File: config.mk
export PLATFORM = sky130hd
export DESIGN_NAME = multicycle_cu
export DESIGN_NICKNAME = d
export VERILOG_FILES = /design/src/rtl/mips_cu_pkg.sv /design/src/rtl/multicycle_cu_outdec.sv /design/src/rtl/multicycle_cu.sv
export SDC_FILE = /design/constraint.sdc
export NUM_CORES = 1
export LEC_CHECK = 0
export ABC_AREA = 1
export CORE_ASPECT_RATIO = 0.75
export CORE_MARGIN = 8
export CORE_UTILIZATION = 45
export DETAILED_ROUTE_END_ITERATION = 10
export GPL_TIMING_DRIVEN = 0
export HOLD_SLACK_MARGIN = 0.1
export PLACE_DENSITY = 0.74
export SETUP_SLACK_MARGIN = 0.15
export SYNTH_ARGS = -nofsm -noshare
export SYNTH_HDL_FRONTEND = slang
export SYNTH_SLANG_ARGS = --single-unit
File: constraint.sdc
create_clock -name clk -period 1.9 [get_ports clk]
set_input_delay 0.57 -clock clk [delete_from_list [all_inputs] [get_ports clk]]
set_output_delay 0.57 -clock clk [all_outputs]
set_load 0.01 [all_outputs]
File: src/rtl/mips_cu_pkg.sv
// Shared types and constants for the multi-cycle MIPS control unit.
// Holds the state enum, opcodes, ALUOp codes and the datapath mux-select encodings.
package mips_cu_pkg;

   typedef enum logic [3:0] {
      S_FETCH     = 4'd0,
      S_DECODE    = 4'd1,
      S_MEM_ADDR  = 4'd2,
      S_MEM_READ  = 4'd3,
      S_MEM_WB    = 4'd4,
      S_MEM_WRITE = 4'd5,
      S_EXECUTE   = 4'd6,
      S_ALU_WB    = 4'd7,
      S_ADDI_WB   = 4'd8,
      S_BRANCH    = 4'd9,
      S_JUMP      = 4'd10,
      S_JAL       = 4'd11
   } state_e;

   localparam int unsigned OP_BITS = 6;
   localparam logic [OP_BITS-1:0] OP_RTYPE = 6'b000000;
   localparam logic [OP_BITS-1:0] OP_LW    = 6'b100011;
   localparam logic [OP_BITS-1:0] OP_SW    = 6'b101011;
   localparam logic [OP_BITS-1:0] OP_ADDI  = 6'b001000;
   localparam logic [OP_BITS-1:0] OP_BEQ   = 6'b000100;
   localparam logic [OP_BITS-1:0] OP_J     = 6'b000010;
   localparam logic [OP_BITS-1:0] OP_JAL   = 6'b000011;

   localparam int unsigned SEL_W = 2;
   localparam logic [SEL_W-1:0] ALUOP_ADD   = 2'b00;
   localparam logic [SEL_W-1:0] ALUOP_SUB   = 2'b01;
   localparam logic [SEL_W-1:0] ALUOP_FUNCT = 2'b10;

   localparam logic [SEL_W-1:0] REGDST_RT = 2'b00;
   localparam logic [SEL_W-1:0] REGDST_RD = 2'b01;
   localparam logic [SEL_W-1:0] REGDST_RA = 2'b10;

   localparam logic [SEL_W-1:0] MEMTOREG_ALUOUT = 2'b00;
   localparam logic [SEL_W-1:0] MEMTOREG_MDR    = 2'b01;
   localparam logic [SEL_W-1:0] MEMTOREG_PC     = 2'b10;

   localparam logic [SEL_W-1:0] SRCB_B       = 2'b00;
   localparam logic [SEL_W-1:0] SRCB_FOUR    = 2'b01;
   localparam logic [SEL_W-1:0] SRCB_IMM     = 2'b10;
   localparam logic [SEL_W-1:0] SRCB_IMM_SH2 = 2'b11;

   localparam logic [SEL_W-1:0] PCSRC_ALU    = 2'b00;
   localparam logic [SEL_W-1:0] PCSRC_ALUOUT = 2'b01;
   localparam logic [SEL_W-1:0] PCSRC_JUMP   = 2'b10;

endpackage

File: src/rtl/multicycle_cu_outdec.sv
// Moore output decoder: maps state (plus mem_ready handshake) to every datapath control.
// Under reset all enables are forced low and the selects show their FETCH values.
module multicycle_cu_outdec
   import mips_cu_pkg::*;
#(
   parameter int unsigned ALUOP_W = 2
) (
   input  state_e             state_i,
   input  logic               mem_ready_i,
   input  logic               rst_n_i,
   output logic               pc_write_o,
   output logic               pc_write_cond_o,
   output logic               i_or_d_o,
   output logic               mem_read_o,
   output logic               mem_write_o,
   output logic               ir_write_o,
   output logic               alu_src_a_o,
   output logic               reg_write_o,
   output logic [SEL_W-1:0]   reg_dst_o,
   output logic [SEL_W-1:0]   mem_to_reg_o,
   output logic [SEL_W-1:0]   alu_src_b_o,
   output logic [SEL_W-1:0]   pc_source_o,
   output logic [ALUOP_W-1:0] alu_op_o,
   output logic               instr_done_o
);

   always_comb begin
      pc_write_o      = 1'b0;
      pc_write_cond_o = 1'b0;
      i_or_d_o        = 1'b0;
      mem_read_o      = 1'b0;
      mem_write_o     = 1'b0;
      ir_write_o      = 1'b0;
      alu_src_a_o     = 1'b0;
      reg_write_o     = 1'b0;
      reg_dst_o       = REGDST_RT;
      mem_to_reg_o    = MEMTOREG_ALUOUT;
      alu_src_b_o     = SRCB_B;
      pc_source_o     = PCSRC_ALU;
      alu_op_o        = ALUOP_W'(ALUOP_ADD);
      instr_done_o    = 1'b0;

      if (!rst_n_i) begin
         alu_src_b_o = SRCB_FOUR;
      end else begin
         unique case (state_i)
            S_FETCH: begin
               mem_read_o  = 1'b1;
               alu_src_b_o = SRCB_FOUR;
               ir_write_o  = mem_ready_i;
               pc_write_o  = mem_ready_i;
            end
            S_DECODE: alu_src_b_o = SRCB_IMM_SH2;
            S_MEM_ADDR: begin
               alu_src_a_o = 1'b1;
               alu_src_b_o = SRCB_IMM;
            end
            S_MEM_READ: begin
               mem_read_o = 1'b1;
               i_or_d_o   = 1'b1;
            end
            S_MEM_WB: begin
               reg_write_o  = 1'b1;
               mem_to_reg_o = MEMTOREG_MDR;
               instr_done_o = 1'b1;
            end
            S_MEM_WRITE: begin
               mem_write_o  = 1'b1;
               i_or_d_o     = 1'b1;
               instr_done_o = mem_ready_i;
            end
            S_EXECUTE: begin
               alu_src_a_o = 1'b1;
               alu_op_o    = ALUOP_W'(ALUOP_FUNCT);
            end
            S_ALU_WB: begin
               reg_write_o  = 1'b1;
               reg_dst_o    = REGDST_RD;
               instr_done_o = 1'b1;
            end
            S_ADDI_WB: begin
               reg_write_o  = 1'b1;
               instr_done_o = 1'b1;
            end
            S_BRANCH: begin
               alu_src_a_o     = 1'b1;
               alu_op_o        = ALUOP_W'(ALUOP_SUB);
               pc_write_cond_o = 1'b1;
               pc_source_o     = PCSRC_ALUOUT;
               instr_done_o    = 1'b1;
            end
            S_JUMP: begin
               pc_write_o   = 1'b1;
               pc_source_o  = PCSRC_JUMP;
               instr_done_o = 1'b1;
            end
            // Link PC+4: PC was already incremented during FETCH.
            S_JAL: begin
               pc_write_o   = 1'b1;
               pc_source_o  = PCSRC_JUMP;
               reg_write_o  = 1'b1;
               reg_dst_o    = REGDST_RA;
               mem_to_reg_o = MEMTOREG_PC;
               instr_done_o = 1'b1;
            end
            default: ;
         endcase
      end
   end

endmodule

File: src/rtl/multicycle_cu.sv
// Multi-cycle MIPS control unit: state register, opcode-driven sequencing,
// illegal-opcode flag and retired-instruction counter.
module multicycle_cu
   import mips_cu_pkg::*;
#(
   parameter int unsigned OPCODE_W = 6,
   parameter int unsigned ALUOP_W  = 2,
   parameter int unsigned CNT_W    = 32
) (
   input  logic                clk,
   input  logic                rst_n,
   input  logic [OPCODE_W-1:0] opcode,
   input  logic                mem_ready,
   output logic                PCWrite,
   output logic                PCWriteCond,
   output logic                IorD,
   output logic                MemRead,
   output logic                MemWrite,
   output logic                IRWrite,
   output logic                ALUSrcA,
   output logic                RegWrite,
   output logic [1:0]          RegDst,
   output logic [1:0]          MemtoReg,
   output logic [1:0]          ALUSrcB,
   output logic [1:0]          PCSource,
   output logic [ALUOP_W-1:0]  ALUOp,
   output logic                illegal_op,
   output logic                instr_done,
   output logic [CNT_W-1:0]    retired
);

   state_e            state_q, state_d;
   logic [CNT_W-1:0]  retired_q;
   logic              op_legal_c;
   logic              instr_done_c;

   // Reset has priority, so an aborted instruction never counts as retired.
   always_ff @(posedge clk) begin
      if (!rst_n) begin
         state_q   <= S_FETCH;
         retired_q <= '0;
      end else begin
         state_q <= state_d;
         if (instr_done_c) retired_q <= retired_q + CNT_W'(1);
      end
   end

   always_comb begin
      state_d    = state_q;
      op_legal_c = 1'b1;
      unique case (state_q)
         S_FETCH:     if (mem_ready) state_d = S_DECODE;
         S_DECODE: begin
            unique case (opcode)
               OPCODE_W'(OP_RTYPE): state_d = S_EXECUTE;
               OPCODE_W'(OP_LW),
               OPCODE_W'(OP_SW),
               OPCODE_W'(OP_ADDI):  state_d = S_MEM_ADDR;
               OPCODE_W'(OP_BEQ):   state_d = S_BRANCH;
               OPCODE_W'(OP_J):     state_d = S_JUMP;
               OPCODE_W'(OP_JAL):   state_d = S_JAL;
               default: begin
                  state_d    = S_FETCH;
                  op_legal_c = 1'b0;
               end
            endcase
         end
         S_MEM_ADDR: begin
            if (opcode == OPCODE_W'(OP_LW))        state_d = S_MEM_READ;
            else if (opcode == OPCODE_W'(OP_SW))   state_d = S_MEM_WRITE;
            else if (opcode == OPCODE_W'(OP_ADDI)) state_d = S_ADDI_WB;
            else                                   state_d = S_FETCH;
         end
         S_MEM_READ:  if (mem_ready) state_d = S_MEM_WB;
         S_MEM_WRITE: if (mem_ready) state_d = S_FETCH;
         S_EXECUTE:   state_d = S_ALU_WB;
         default:     state_d = S_FETCH;
      endcase
   end

   multicycle_cu_outdec #(
      .ALUOP_W(ALUOP_W)
   ) u_outdec (
      .state_i         (state_q),
      .mem_ready_i     (mem_ready),
      .rst_n_i         (rst_n),
      .pc_write_o      (PCWrite),
      .pc_write_cond_o (PCWriteCond),
      .i_or_d_o        (IorD),
      .mem_read_o      (MemRead),
      .mem_write_o     (MemWrite),
      .ir_write_o      (IRWrite),
      .alu_src_a_o     (ALUSrcA),
      .reg_write_o     (RegWrite),
      .reg_dst_o       (RegDst),
      .mem_to_reg_o    (MemtoReg),
      .alu_src_b_o     (ALUSrcB),
      .pc_source_o     (PCSource),
      .alu_op_o        (ALUOp),
      .instr_done_o    (instr_done_c)
   );

   assign instr_done = instr_done_c;
   assign illegal_op = rst_n & ~op_legal_c;
   assign retired    = retired_q;

endmodule

==> run summary <==
status - finished, violations left
failing checks - negative setup slack
Setup crit start kind - flop
register area share after synthesis - 29.1%
CTS tree - yes
Power, Total - 1.55 mW
Die ar. - 8160 um^2
Root Buffer Master - clkbuf_8
clk sinks - 36
Slew Viols, Final - 0
I/O pin count - 61
max-cap viol count - 0
commonest non-fill, non-tap cell in the layout - nand2_1
Req. time, crit path - 1.33 ns
Site Rows - 23
Final min period - 1.98 ns
final core utilization - 68.9%
clock-pin transition on the worst setup and hold timing paths - 0.07 ns
Buffers on Ports - 60
Layout Skew - 0.00491 ns
Yosys cell types - 26
#FFs+latches synth - 36
actual transition at the worst max-transition pin - 0.470 ns
Tcrit/Tclk final - 104%
fraction of registers with async set/reset - 0%
endpoints failing setup - 8
DP Wirelength - 6180 um
Via Count - 3228
Post-synth top flop - dfxtp_1
Mapped Cells - 441
worst ir drop on vdd - 197 uV
RSZ-0062 raised after global routing - yes
Worst Setup SP - state_q[2]
Initial Util - 46.6%
mapped cell area - 2480 um^2
Worst Hold Slack - 0.502 ns
reg2reg start - state_q[0]
Worst Path Arrival - 1.41 ns
antenna viol nets, final - 0
number of enable flip-flop cells after synthesis - 0
gr usage total - 21.3%
Iter 0 DRT Violations - 248
CTS Buf Count - 5
GPL Wtd Cong - 0.946
Hold Violations, Final - 0
Worst Min Path Start - retired[1]
type of the worst min-delay path - reg -> reg
clk buf depth - 2
Syn-to-layout area delta - 47.9%
first-pass GRT wire length - 13900 um
Post-Syn Nets - 451
Die Span Y - 80.3 um
vias in the first global route - 2833
Slew headroom - 68.7%
Leakage - 1.61 nW
commonest non-fill, non-tap cells in the layout - 159 x nand2_1, 63 x nor2_1, 33 x inv_1, 33 x dlygate4sd2_1, 30 x a21oi_1
pwr dens - 423 nW/um^2
number of synthesis warnings - 0
vias per cell - 5.34
H-tree lvl count - 2
antenna fix cells - 0
drt total wl - 8960 um
post-route setup slack - -0.0849 ns
initial antenna violation count - 0
Worst-Skew Late Latency - 0.29 ns
worst setup path category - reg -> out
DR DRC count - 0
Max FO, Critical Path - 5
max frequency - 504 MHz
die width - 102 um
grt ovf - 0
largest net degree at the start of global routing - 12
Pre-antenna DRT Iters - 5
per-cell routed wire length - 14.8 um
Final #Nets - 539
Placeable Area - 5320 um^2
synthesized area per cell - 5.62 um^2
share of cells above drive strength 1 - 25.7%
crit end category - output port
sequential cells by signal, summed over array words and instances (netlist names):
| register | count |
|---|---|
| retired | 32 |
| state_q | 4 |
cell type report:
type                       count  area (um^2)
multi-input combinational    350         1730
fill                         471         1660
sequential                    36          757
timing repair buffer          81          693
inverter                      44          195
buffer                        11          109
tap                           75         93.8
clock buffer                   6         82.6
clock inverter                 2         10.0
synthesized netlist by cell type, types with 2 or more instances:
cell type / count / area share [%]
buf_4: 4 / 1.2
a31oi_1: 3 / 0.76
dfxtp_1: 36 / 29
clkbuf_1: 5 / 0.76
nor3_1: 5 / 1.0
nand3_1: 27 / 5.5
buf_6: 2 / 0.91
xor2_1: 7 / 2.5
nor2_1: 77 / 12
nand2_1: 173 / 26
and3_1: 2 / 0.50
inv_1: 42 / 6.4
xnor2_1: 3 / 1.1
a21oi_1: 30 / 6.1
o21ai_0: 10 / 2.0
inv_2: 2 / 0.30
nand4_1: 4 / 1.0
power breakdown:
part	leakage [nW]	switching (mW)	internal, mW
Clock	0.0510	0.282	0.289
Sequential	0.302	0.0104	0.754
Combinational	1.25	0.123	0.0914
through the flow:
stage	std cells	setup WS [ns]	setup TNS, ns	cell area [um^2]
2_1_floorplan	441	0.136	0	2500
3_3_place_gp	576	-1.19	-32.58	3200
3_5_place_dp	576	-1.18	-32.27	3200
4_1_cts	601	-0.134	-0.636	3510
5_1_grt	605	-0.129	-1.05	3670
6_report	605	-0.0849	-0.440	3670
worst max-delay path: stages (launching register included):
cell	delay [ns]
dfxtp_4	0.38
inv_6	0.09
nand2_8	0.07
nor3_4	0.17
nand2_1	0.11
nor3b_2	0.15
buf_2	0.15
metal layers:
metal | share of wire (%) | global-route usage [%]
met1 | 43 | 28.8
met2 | 44 | 32.5
met3 | 10 | 5.53
met4 | 2.8 | 5.78
met5 | 0 | 0
final timing paths:
path	end	slack (ns)	depth (start not counted)
min reg2reg	retired[1]	0.50	2
max	illegal_op	-0.08	6
max reg2reg	state_q[2]	0.24	9
min	retired[1]	0.50	2
logic make-up (layout without fill, tap and decap cells):
logic type / count (synthesis) / count (layout) / share of synthesized area [%]
buffers and inverters: 55 / 144 / 9.54
adders and majority gates: 1 / 1 / 0.505
AOI/OAI and AO/OA: 48 / 48 / 10.7
and+or+nand+nor: 291 / 291 / 46.6
xor gates and xnor gates: 10 / 10 / 3.53
DFF: 36 / 36 / 29.1
repair_timing:
item,4_1_cts,5_1_grt
setup endpoints to repair,80,30
pin swaps,14,17
resized for setup,214,54
setup buffers,17,4
hold buffers,0,0
(Power assumes the default switching activity.)
